### src/rtl/uart_tx_arbiter_if.sv
// Bundle between the requesters, the arbiter and the uart TX FIFO write port.
// master: the arbiter's view; slave: the requesters' and uart's view.
interface uart_tx_arbiter_if #(
    parameter int NREQ = 4,
    parameter int LENW = 8
);
    logic [NREQ-1:0]      req;
    logic [NREQ*LENW-1:0] req_len;
    logic [NREQ*32-1:0]   req_data;
    logic [NREQ-1:0]      req_ack;
    logic [NREQ-1:0]      req_done;
    logic                 tx_full;
    logic                 wr_uart;
    logic [31:0]          w_data;

    modport master (
        input  req, req_len, req_data, tx_full,
        output req_ack, req_done, wr_uart, w_data
    );

    modport slave (
        output req, req_len, req_data, tx_full,
        input  req_ack, req_done, wr_uart, w_data
    );
endinterface

### src/rtl/uart_tx_arbiter.sv
// Round-robin scheduler sharing the uart TX FIFO write port among NREQ
// requesters. Each grant emits a header word {A5, id, len} followed by
// len payload words, all throttled by tx_full.
module uart_tx_arbiter #(
    parameter int NREQ = 4,
    parameter int IDW  = $clog2(NREQ),
    parameter int LENW = 8
) (
    input  logic                clk,
    input  logic                reset,
    uart_tx_arbiter_if.master   bus,
    output logic                busy,
    output logic [IDW-1:0]      cur_id
);

    localparam int unsigned NR = NREQ;

    typedef enum logic [1:0] {
        IDLE,
        HDR,
        DATA
    } state_t;

    state_t          state;
    state_t          state_nxt;
    logic [LENW-1:0] cnt;
    logic [IDW-1:0]  rr_ptr;
    logic [IDW-1:0]  ptr_next;

    logic            grant_any;
    logic [IDW-1:0]  grant_id;
    logic [LENW-1:0] len_sel;
    logic [31:0]     data_sel;
    logic [NREQ-1:0] cur_onehot;
    logic [31:0]     hdr_word;

    logic            wr;
    logic [31:0]     wdata;
    logic [NREQ-1:0] ack;
    logic [NREQ-1:0] done;

    // Cyclic search from rr_ptr: first pass takes set bits at/after the
    // pointer, second pass falls back to the lowest set bit (wrap-around).
    always_comb begin
        grant_any = 1'b0;
        grant_id  = '0;
        for (int unsigned i = 0; i < NR; i++) begin
            if (!grant_any && bus.req[i] && (i >= 32'(rr_ptr))) begin
                grant_any = 1'b1;
                grant_id  = IDW'(i);
            end
        end
        for (int unsigned i = 0; i < NR; i++) begin
            if (!grant_any && bus.req[i]) begin
                grant_any = 1'b1;
                grant_id  = IDW'(i);
            end
        end
    end

    // Per-requester field selection: length of the candidate, payload and
    // one-hot of the granted requester.
    always_comb begin
        len_sel    = '0;
        data_sel   = '0;
        cur_onehot = '0;
        for (int unsigned i = 0; i < NR; i++) begin
            if (grant_id == IDW'(i)) begin
                len_sel = bus.req_len[i*LENW +: LENW];
            end
            if (cur_id == IDW'(i)) begin
                data_sel      = bus.req_data[i*32 +: 32];
                cur_onehot[i] = 1'b1;
            end
        end
    end

    assign hdr_word = {8'hA5, 8'(cur_id), 16'(cnt)};
    assign ptr_next = (cur_id == IDW'(NREQ - 1)) ? '0 : cur_id + 1'b1;

    // State register.
    always_ff @(posedge clk or negedge reset) begin
        if (!reset) begin
            state <= IDLE;
        end else begin
            state <= state_nxt;
        end
    end

    // Next-state and write-port outputs; everything is a function of state and tx_full.
    always_comb begin
        state_nxt = state;
        wr        = 1'b0;
        wdata     = '0;
        ack       = '0;
        done      = '0;
        case (state)
            IDLE: begin
                if (grant_any) begin
                    state_nxt = HDR;
                end
            end
            HDR: begin
                wr    = ~bus.tx_full;
                wdata = hdr_word;
                if (wr) begin
                    if (cnt == '0) begin
                        done      = cur_onehot;
                        state_nxt = IDLE;
                    end else begin
                        state_nxt = DATA;
                    end
                end
            end
            DATA: begin
                wr    = ~bus.tx_full;
                wdata = data_sel;
                if (wr) begin
                    ack = cur_onehot;
                    if (cnt == LENW'(1)) begin
                        done      = cur_onehot;
                        state_nxt = IDLE;
                    end
                end
            end
            default: begin
                state_nxt = IDLE;
            end
        endcase
    end

    // Grant capture, payload countdown and round-robin pointer advance.
    always_ff @(posedge clk or negedge reset) begin
        if (!reset) begin
            cur_id <= '0;
            cnt    <= '0;
            rr_ptr <= '0;
        end else begin
            if (state == IDLE && grant_any) begin
                cur_id <= grant_id;
                cnt    <= len_sel;
            end else if (state == DATA && wr) begin
                cnt <= cnt - 1'b1;
            end
            if (|done) begin
                rr_ptr <= ptr_next;
            end
        end
    end

    assign busy         = (state != IDLE);
    assign bus.wr_uart  = wr;
    assign bus.w_data   = wdata;
    assign bus.req_ack  = ack;
    assign bus.req_done = done;

endmodule

### src/flat_wrapper.sv
// flat-port wrapper written by rule: the top's interface ports become plain ports
module uart_tx_arbiter_flat 
#(
    parameter int NREQ = 4,
    parameter int IDW  = $clog2(NREQ),
    parameter int LENW = 8
)
  (clk, reset, busy, cur_id, bus_req, bus_req_len, bus_req_data, bus_tx_full, bus_req_ack, bus_req_done, bus_wr_uart, bus_w_data);
  uart_tx_arbiter_if #(.NREQ(NREQ), .LENW(LENW)) bus_i ();
  input  logic clk;
  input  logic reset;
  output logic busy;
  output logic [IDW-1:0] cur_id;
  input wire logic [$bits(bus_i.req)-1:0] bus_req;
  input wire logic [$bits(bus_i.req_len)-1:0] bus_req_len;
  input wire logic [$bits(bus_i.req_data)-1:0] bus_req_data;
  input wire logic [$bits(bus_i.tx_full)-1:0] bus_tx_full;
  output wire logic [$bits(bus_i.req_ack)-1:0] bus_req_ack;
  output wire logic [$bits(bus_i.req_done)-1:0] bus_req_done;
  output wire logic [$bits(bus_i.wr_uart)-1:0] bus_wr_uart;
  output wire logic [$bits(bus_i.w_data)-1:0] bus_w_data;
  assign bus_i.req = bus_req;
  assign bus_i.req_len = bus_req_len;
  assign bus_i.req_data = bus_req_data;
  assign bus_i.tx_full = bus_tx_full;
  assign bus_req_ack = bus_i.req_ack;
  assign bus_req_done = bus_i.req_done;
  assign bus_wr_uart = bus_i.wr_uart;
  assign bus_w_data = bus_i.w_data;
  uart_tx_arbiter #(.NREQ(NREQ), .IDW(IDW), .LENW(LENW)) u_core (.clk(clk), .reset(reset), .bus(bus_i), .busy(busy), .cur_id(cur_id));
endmodule
### config.mk
export PLATFORM = sky130hd
export DESIGN_NAME = uart_tx_arbiter_flat
export DESIGN_NICKNAME = d
export VERILOG_FILES = /design/src/rtl/uart_tx_arbiter_if.sv /design/src/rtl/uart_tx_arbiter.sv /design/src/flat_wrapper.sv
export SDC_FILE = /design/constraint.sdc
export NUM_CORES = 1
export LEC_CHECK = 0
export BUFFER_PORTS_ARGS = -buffer_cell sky130_fd_sc_hd__buf_2
export CAP_MARGIN = 25
export CORE_AREA = 2 2 82 84
export CTS_CLUSTER_DIAMETER = 200
export DETAILED_ROUTE_END_ITERATION = 8
export DIE_AREA = 0 0 84 86
export PLACE_DENSITY = 0.84
export SETUP_SLACK_MARGIN = 0.15
export SYNTH_ARGS = -nofsm -noshare
export SYNTH_HDL_FRONTEND = slang
export SYNTH_SLANG_ARGS = --single-unit
### constraint.sdc
create_clock -name clk -period 2.3 [get_ports clk]
set_input_delay 0.345 -clock clk [delete_from_list [all_inputs] [get_ports clk]]
set_output_delay 0.345 -clock clk [all_outputs]
set_load 0.02 [all_outputs]
==> impl_metrics.py, run 1 <==
metrics = {
    "critical_path": {
        "startpoint_type": "flop",
        "cp-end-kind": "output pin",
        "required_ns": 1.96,
        "cp.arrival_ns": 2.04,
        "cp_max_fo": 16,
        "crit_type": "flop to output pin",
        "startpoint": "u_core.cur_id[0]",
        "timing.rr.start": "u_core.state[0]",
    },
    "timing": {
        "tns_ns": -0.809,
        "final-setup-viol-count": 21,
        "slew_headroom_pct": 60.2,
        "clock_skew_ns": 0.00449,
        "min_period_over_period_pct": 104,
        "max_freq_mhz": 420,
        "max_slew.worst_pin.slew_ns": 0.595,
        "setup_ws_ns": -0.0837,
        "rsz0062_at_grt": "yes",
        "hold_viol": 0,
        "drv_slew": 0,
        "period_minus_slack_ns": 2.38,
    },
    "cells_and_area": {
        "final.fill_count": 489,
        "drive_gt1_share_pct": 55.5,
        "n_antenna_cell": 0,
        "multi_input_area_sq_um": 2150,
        "nets": 734,
        "final-seq-area_sq_um": 353,
        "area_growth_pct": 79.6,
        "instances_no_fill": 634,
    },
    "grt": {
        "grt_pass1_wl_microns": 17000,
        "grt_pass1_vias": 3537,
        "grt_start_max_net_pins": 37,
        "grt_usage_pct": 28.7,
        "antenna_found_initial": 0,
        "overflow": 0,
    },
    "hold_path": {
        "hp-class": "input pin to flop",
        "worstHoldStart": "bus_req_len[17]",
    },
    "drt": {
        "totalWireLength_microns": 11000,
        "first_pass_iters": 4,
        "ant_nets": 0,
        "drc": 0,
        "wl_per_cell_microns": 17.3,
        "via_count": 3634,
        "drt_iter0_drc": 161,
        "vias_per_cell": 5.73,
    },
    "logic_synthesis": {
        "synthTopCellsByArea": "dfrtp_1, a221oi_1, a21oi_1",
        "synth_fp_nets": 519,
        "yosysWarnings": 0,
        "synth_top_flop_cell": "dfrtp_1",
        "synth.distinct_cells": 44,
        "synth_top_area_cell": "dfrtp_1",
        "synth.avg_cell_area_sq_um": 6.95,
        "synth_largest_type_area_fraction_pct": 14.7,
        "synth_area_sq_um": 2380,
        "ys_ff_latch": 14,
        "yosysSeqAreaShare_pct": 14.7,
        "netlist_instances": 343,
        "synth-async-reset-ratio_pct": 100,
        "synth_edf_count": 0,
    },
    "power": {
        "p_total_mw": 5.18,
        "p_leak_nw": 2.04,
        "power.density_nw_per_um2": 1210,
        "vdd_drop_max_mv": 0.678,
    },
    "place": {
        "pre_cts_slack_ns": -0.0256,
        "dp_hpwl_microns": 7750,
        "io_buffers": 210,
        "gp_congestion": 0.885,
        "dpl.cell_count": 614,
    },
    "cts": {
        "clk_latency_ns": 0.24,
        "cts_root_buf": "clkbuf_8",
        "path_clk_slew_ns": 0.05,
        "numClockSinks": 14,
        "h-tree-depth": 1,
        "cts_tree": "built",
        "clk_path_buf_depth": 2,
        "numCtsBuffers": 3,
    },
    "floorplan": {
        "num_rows": 29,
        "core_sq_um": 6280,
        "die_w_microns": 84,
        "initial_core_util_pct": 38.0,
        "io_pins": 211,
        "die-area_sq_um": 7220,
        "die_h_microns": 86,
    },
    "status": {
        "outcome": "finished with violations",
        "failed_checks": "setup timing",
    },
    "flow_run": {
        "maxCapViolations": 0,
    },
}
-- cells in the final DEF, fill, tap and decap left out, drive strengths merged, types with 2 or more instances in the layout --
cell type  synthesis  final
nand2             26     26
mux2i              9      9
nor3              23     23
a21oi             41     41
clkbuf            17      4
nor4               2      2
buf               10    235
xnor2              6      6
and2              10     10
dfrtp             14     14
a211oi             6      6
nand3              3      3
a221oi            39     39
a21boi            10     10
a2111oi            2      2
nor2              32     32
o21ai              4      4
nand2b             3      3
inv               22     22
nor2b             28     28
nand4b             2      2
a22o               2      2
ha                 9      9
o31a               3      3
a22oi             10     10
-- repair_timing --
action,CTS,global route
cloned,6,0
buffers inserted,5,4
hold buffers,1,0
endpoints found under the hold margin,14,0
resized for setup,84,11
pin swaps,8,3
setup endpoints to repair,42,47
-- kinds of logic after synthesis --
group,Yosys count,share of synthesized area [%]
AO/OA/AOI/OAI,121,36.3
XOR/XNOR,6,2.20
adder cells (fa/ha/maj),9,4.72
buffers and inverters,49,8.45
flip-flops,14,14.7
multiplexers,10,4.25
AND/OR/NAND/NOR,134,29.3
-- area by class of cell --
| cell class | count | share of cell area (%) |
|---|---|---|
| clock buffer | 4 | 1.05 |
| inverter | 22 | 1.99 |
| multi-input combinational | 280 | 50.2 |
| sequential | 14 | 8.24 |
| tap | 77 | 2.25 |
| timing repair buffer | 237 | 36.3 |
-- sequential cells by signal, summed over array words and instances, names as in the netlist --
name / flops
u_core.cnt: 8
u_core.cur_id: 2
u_core.state: 2
u_core.rr_ptr: 2
-- worst paths after layout --
check	endpoint	slack (ns)	cells past startpoint
worst max-delay path	bus_w_data[6]	-0.08	9
worst min-delay path	u_core.cnt[1]	0.34	3
worst max register to register	u_core.cnt[0]	0.38	7
worst min register to register	u_core.state[0]	0.53	1
max in group asynchronous	u_core.cur_id[0]	1.53	2
min in group asynchronous	u_core.rr_ptr[0]	0.52	2
-- worst max-delay path: stages (launching register included) --
cell	delay, ns
dfrtp_2	0.43
buf_4	0.15
ha_4	0.17
nor2b_4	0.16
buf_12	0.18
a221oi_1	0.09
a21oi_1	0.21
nand2_1	0.10
a21boi_2	0.16
buf_6	0.14
-- synth_stat cells (3+ instances only) --
library cell / count
inv_1: 22
buf_1: 3
a221oi_1: 39
nand2_1: 26
ha_1: 9
nor2_1: 31
nand2b_1: 3
and2_1: 9
clkbuf_1: 17
nor2b_1: 28
dfrtp_1: 14
buf_2: 5
nor3_1: 22
a22oi_1: 10
xnor2_1: 6
a21boi_0: 10
a21oi_1: 40
mux2i_1: 9
o21ai_0: 4
a211oi_1: 6
o31a_1: 3
-- routing by layer --
metal / share of wire (%) / global-route usage, %
met4: 3.6 / 12.6
met3: 9.6 / 6.16
met5: 0 / 0
met1: 37 / 31.4
met2: 50 / 53.2
-- through the flow --
stage	utilization (%)	hold slack (ns)	area [sq um]
2_1_floorplan	-	0.0494	2510
6_report	68.2	0.337	4280
3_3_place_gp	58.4	0.241	3670
3_5_place_dp	58.4	0.243	3670
4_1_cts	66.9	0.338	4200
5_1_grt	68.2	0.339	4280
-- report_power, final --
part | leakage (nW) | switching (mW) | internal [mW]
sequential | 0.158 | 0.131 | 0.357
clock | 0.0228 | 0.0795 | 0.122
combinational | 1.86 | 2.35 | 2.14
total | 2.04 | 2.56 | 2.62
No activity file was read; power rests on OpenSTA's default activity.
==> run 2, diff against run 1 <==
- TNS_END_PERCENT: default -> 10
==> impl_metrics.py, run 2 (synthesis results as in run 1) <==
metrics = {
    "cells_and_area": {
        "instances_no_fill": 634,
        "final-seq-area_sq_um": 353,
        "final_common_cell": "buf_2",
        "largest_reg_flops": 8,
        "final.fill_count": 517,
        "largest-register": "u_core.cnt",
        "drive_gt1_share_pct": 56.0,
        "layout.cells.most_common_list": "buf_2, a21oi_1, nand2_1",
        "nets": 734,
        "final_core_util_pct": 67.6,
        "area_growth_pct": 77.9,
        "multi_input_area_sq_um": 2140,
        "n_antenna_cell": 0,
    },
    "power": {
        "p_leak_nw": 2.04,
        "power.density_nw_per_um2": 1190,
        "vdd_drop_max_mv": 0.599,
    },
    "critical_path": {
        "r2r_slack_ns": 0.29,
        "cp-end-kind": "output pin",
        "timing.rr.end": "u_core.cnt[2]",
        "crit_type": "flop to output pin",
        "worstPathCellList": "buf_6 -> ha_4 -> nor2b_4 -> buf_12 -> a221oi_1 -> a21oi_1 -> nand2_1 -> a21boi_4 -> buf_6",
        "crit_path_max_incr_delay_ns": 0.42,
        "timing.rr.start": "u_core.state[1]",
        "crit_top_cell": "buf_6",
        "reg2regPathDepth": 7,
        "cp_max_fo": 17,
        "required_ns": 1.96,
        "cp.arrival_ns": 2.02,
        "slowest_stage": "dfrtp_2",
        "startpoint_type": "flop",
    },
    "drt": {
        "drc": 0,
        "wl_per_cell_microns": 16.4,
        "vias_per_cell": 5.53,
        "first_pass_iters": 5,
        "totalWireLength_microns": 10400,
        "ant_nets": 0,
        "via_count": 3509,
        "drt_iter0_drc": 168,
    },
    "grt": {
        "grt_pass1_wl_microns": 16200,
        "met1_usage_pct": 30.8,
        "antenna_found_initial": 0,
        "grt_start_max_net_pins": 32,
        "overflow": 0,
        "grt_usage_pct": 27.2,
        "met3_usage_pct": 4.81,
        "grt_pass1_vias": 3440,
        "use_met2_pct": 51.9,
        "gr-max-usage-layer": "met2",
    },
    "floorplan": {
        "die_w_microns": 84,
        "io_pins": 211,
        "core_sq_um": 6280,
        "initial_core_util_pct": 38.0,
        "die_h_microns": 86,
        "die-area_sq_um": 7220,
        "num_rows": 29,
    },
    "place": {
        "dpl.cell_count": 622,
        "dp_hpwl_microns": 7760,
        "io_buffers": 210,
        "gp_congestion": 0.868,
    },
    "cts": {
        "path_clk_slew_ns": 0.05,
        "cts_root_buf": "clkbuf_8",
        "clk_latency_ns": 0.25,
        "numClockSinks": 14,
        "h-tree-depth": 1,
        "cts_tree": "built",
        "numCtsBuffers": 3,
        "clk_path_buf_depth": 2,
    },
    "timing": {
        "drv_slew": 0,
        "max_slew.worst_pin.slew_ns": 0.586,
        "whs_ns": 0.337,
        "rsz0062_at_grt": "yes",
        "hold_viol": 0,
        "tns_ns": -0.424,
        "clock_skew_ns": 0.000487,
        "period_minus_slack_ns": 2.36,
        "setup_ws_ns": -0.0638,
        "min_period_over_period_pct": 103,
        "max_freq_mhz": 423,
        "slew_headroom_pct": 60.8,
        "final-setup-viol-count": 15,
    },
    "flow_run": {
        "maxCapViolations": 0,
    },
    "hold_path": {
        "hp-class": "input pin to flop",
        "hold_path_depth": 3,
        "min_to": "u_core.cnt[1]",
        "worstHoldStart": "bus_req_len[17]",
    },
    "status": {
        "outcome": "finished with violations",
        "failed_checks": "setup timing",
    },
}
==> run 2: power by group <==
part	internal [mW]	total, mW	switching [mW]
clock network	0.152	0.240	0.0879
logic	2.05	4.32	2.28
registers	0.357	0.481	0.124
==> run 2: worst max path at each step <==
stage / startpoint / end / slack [ns] / depth (start not counted)
2_1_floorplan: u_core.cur_id[0] / bus_w_data[13] / 0.14 / 8
3_3_place_gp: u_core.state[0] / u_core.cnt[2] / 0.11 / 7
3_5_place_dp: u_core.cur_id[1] / bus_w_data[29] / 0.02 / 9
4_1_cts: u_core.cur_id[0] / bus_w_data[31] / -0.01 / 9
5_1_grt: u_core.cur_id[0] / bus_w_data[26] / -0.14 / 9
6_report: u_core.cur_id[0] / bus_w_data[16] / -0.06 / 9
==> run 2: routing by layer <==
metal	up-vias	part of all wire (%)
li1	1702	-
met1	1602	39
met2	188	51
met3	17	7.7
met4	0	1.8
met5	-	0
==> run 2: layout make-up <==
| cell class | count | share of cell area (%) |
|---|---|---|
| timing repair buffer | 237 | 35.7 |
| inverter | 22 | 2.01 |
| clock buffer | 4 | 1.30 |
| sequential | 14 | 8.32 |
| tap | 77 | 2.27 |
| multi-input combinational | 280 | 50.4 |
==> run 2: critical path: cells and delay by family (launching register included) <==
family | cells | cell delay [ns]
buffers and inverters | 3 | 0.45
adders and majority gates | 1 | 0.17
AOI/OAI and AO/OA | 3 | 0.40
DFF | 1 | 0.42
and+or+nand+nor | 2 | 0.32
==> run 2: timing repair <==
item | CTS | global route
gates resized for setup | 67 | 28
hold buffers | 1 | 0
pin swaps | 25 | 5
endpoints found under the setup margin | 39 | 45
buffers inserted | 5 | 0
hold endpoints to repair | 14 | 0
gates cloned | 2 | 0
==> run 2: per-stage QoR <==
stage | power (mW) | area, sq um | setup slack [ns]
6_report | 5.05 | 4240 | -0.0638
5_1_grt | 5.40 | 4240 | -0.141
4_1_cts | 4.83 | 4130 | -0.0118
3_5_place_dp | 3.94 | 3710 | 0.0157
3_3_place_gp | 3.85 | 3710 | 0.111
2_1_floorplan | 2.93 | 2510 | 0.140
==> run 3, diff against run 2 <==
==> constraint.sdc (replaced) <==
create_clock -name clk -period 2.3 [get_ports clk]
set_input_delay 0.23 -clock clk [delete_from_list [all_inputs] [get_ports clk]]
set_output_delay 0.23 -clock clk [all_outputs]
set_load 0.02 [all_outputs]
==> impl_metrics.py, run 3 (synthesis results as in run 1) <==
metrics = {
    "cells_and_area": {
        "largest_reg_flops": 8,
        "layout.cells.most_common_list": "buf_2, a21oi_1, nor2b_1, nand2_1, buf_4",
        "fin_area_sq_um": 4200,
        "nets": 732,
        "n_antenna_cell": 0,
        "area_growth_pct": 76.4,
        "final_core_util_pct": 67.0,
        "drive_gt1_share_pct": 55.7,
        "largest-register": "u_core.cnt",
        "final_common_cell": "buf_2",
        "final.fill_count": 509,
    },
    "floorplan": {
        "die-area_sq_um": 7220,
        "core_sq_um": 6280,
        "io_pins": 211,
        "initial_core_util_pct": 38.0,
        "die_w_microns": 84,
        "die_h_microns": 86,
        "num_rows": 29,
    },
    "critical_path": {
        "crit_end": "bus_w_data[26]",
        "startpoint": "u_core.cur_id[1]",
        "startpoint_type": "flop",
        "slowest_stage": "dfrtp_2",
        "crit_type": "flop to output pin",
        "cp.arrival_ns": 2.10,
        "required_ns": 2.07,
        "cp_max_fo": 8,
        "worstPathCellList": "inv_4 -> ha_4 -> nor2b_4 -> buf_12 -> buf_16 -> a221oi_4 -> a21oi_2 -> a221oi_2 -> nor2b_1 -> buf_4",
        "reg2regPathDepth": 6,
        "r2r_slack_ns": 0.38,
        "timing.rr.end": "u_core.rr_ptr[1]",
        "cp-end-kind": "output pin",
        "crit_path_max_incr_delay_ns": 0.43,
        "timing.rr.start": "u_core.state[0]",
    },
    "timing": {
        "setup_ws_ns": -0.0253,
        "min_period_over_period_pct": 101,
        "clock_skew_ns": 0.000793,
        "max_slew.worst_pin.slew_ns": 0.589,
        "tns_ns": -0.0253,
        "period_minus_slack_ns": 2.33,
        "rsz0062_at_grt": "yes",
        "whs_ns": 0.229,
        "max_freq_mhz": 430,
        "drv_slew": 0,
        "slew_headroom_pct": 60.6,
        "hold_viol": 0,
        "final-setup-viol-count": 1,
    },
    "power": {
        "p_sw_mw": 2.54,
        "pwr-share-comb_pct": 85.9,
        "power.density_nw_per_um2": 1210,
        "switching_share_pct": 50.0,
        "vdd_drop_max_mv": 0.778,
        "power_frac_seq_pct": 9.6,
        "clkPwrFrac_pct": 4.5,
        "intPower_mw": 2.54,
        "p_leak_nw": 2.01,
    },
    "place": {
        "postPlaceCellArea_sq_um": 3610,
        "io_buffers": 210,
        "dp_hpwl_microns": 7750,
        "gp_congestion": 0.912,
        "pre_cts_slack_ns": 0.171,
    },
    "cts": {
        "clk_latency_ns": 0.24,
        "cts_root_buf": "clkbuf_8",
        "numClockSinks": 14,
        "clk_path_buf_depth": 2,
        "h-tree-depth": 1,
        "numCtsBuffers": 3,
        "cts_tree": "built",
        "path_clk_slew_ns": 0.05,
    },
    "drt": {
        "via_count": 3565,
        "drc": 0,
        "wl_per_cell_microns": 16.8,
        "drt_iter0_drc": 119,
        "totalWireLength_microns": 10600,
        "first_pass_iters": 4,
        "vias_per_cell": 5.64,
        "ant_nets": 0,
    },
    "grt": {
        "grt_start_max_net_pins": 68,
        "grt_pass1_wl_microns": 16000,
        "grt_pass1_vias": 3421,
        "grt_usage_pct": 27.0,
        "antenna_found_initial": 0,
        "overflow": 0,
    },
    "status": {
        "failed_checks": "setup timing",
        "outcome": "finished with violations",
    },
    "hold_path": {
        "worstHoldStart": "bus_req_len[23]",
        "hp-class": "input pin to flop",
    },
    "flow_run": {
        "maxCapViolations": 0,
    },
}
## run 3: cell count changes in the layout (fill, tap and decap cells not counted), moves of 4 or more
cell,change
a221oi_1,-6
buf_6,-7
buf_2,+7
a21boi_4,-4
## run 3: per-layer routing
layer	track usage (%)	vias to the layer above	wire length (microns)
li1	-	1699	-
met1	30.3	1643	3890
met2	52.4	193	5640
met3	4.04	30	816
met5	0	-	0
met4	7.92	0	289
## run 3: power groups by stage
stage	registers [mW]	logic (mW)	clock network, mW
floorplan	0.477	2.31	0
global placement	0.478	3.19	0
detailed placement	0.491	3.30	0
CTS	0.479	3.88	0.235
global route	0.503	4.69	0.244
finish	0.489	4.37	0.230
## run 3: final cells by class
| type | instances | area (sq um) | area share, % |
|---|---|---|---|
| inverter | 22 | 85.1 | 2.02 |
| tap | 77 | 96.3 | 2.29 |
| multi-input combinational | 280 | 2150 | 51.1 |
| timing repair buffer | 235 | 1470 | 34.9 |
| sequential | 14 | 353 | 8.39 |
| clock buffer | 4 | 55.1 | 1.31 |
## run 3: what timing repair did
action,4_1_cts,5_1_grt
setup buffers,7,0
endpoints found under the setup margin,32,43
cloned,3,1
gates resized for setup,29,56
pin swaps,6,25
hold endpoints to repair,14,0
hold buffers,1,0
## run 3: critical path: cells and delay by family, from the launching register on
| family | cells | cell delay [ns] |
|---|---|---|
| buf+inv | 4 | 0.53 |
| simple gates | 2 | 0.13 |
| fa+ha+maj | 1 | 0.18 |
| flops | 1 | 0.43 |
| compound gates | 3 | 0.57 |
## run 3: worst min-delay path by stage
stage | to | slack, ns | cells past startpoint
floorplan | u_core.cnt[0] | -0.07 | 0
global placement | u_core.rr_ptr[0] | 0.12 | 1
detailed placement | u_core.rr_ptr[0] | 0.13 | 1
CTS | u_core.cnt[7] | 0.23 | 3
global route | u_core.cnt[1] | 0.24 | 3
finish | u_core.cnt[7] | 0.23 | 3
## run 3: through the flow
step,total power [mW],cells
2_1_floorplan,2.79,343
3_3_place_gp,3.67,616
3_5_place_dp,3.79,616
4_1_cts,4.60,631
5_1_grt,5.44,632
6_report,5.09,632
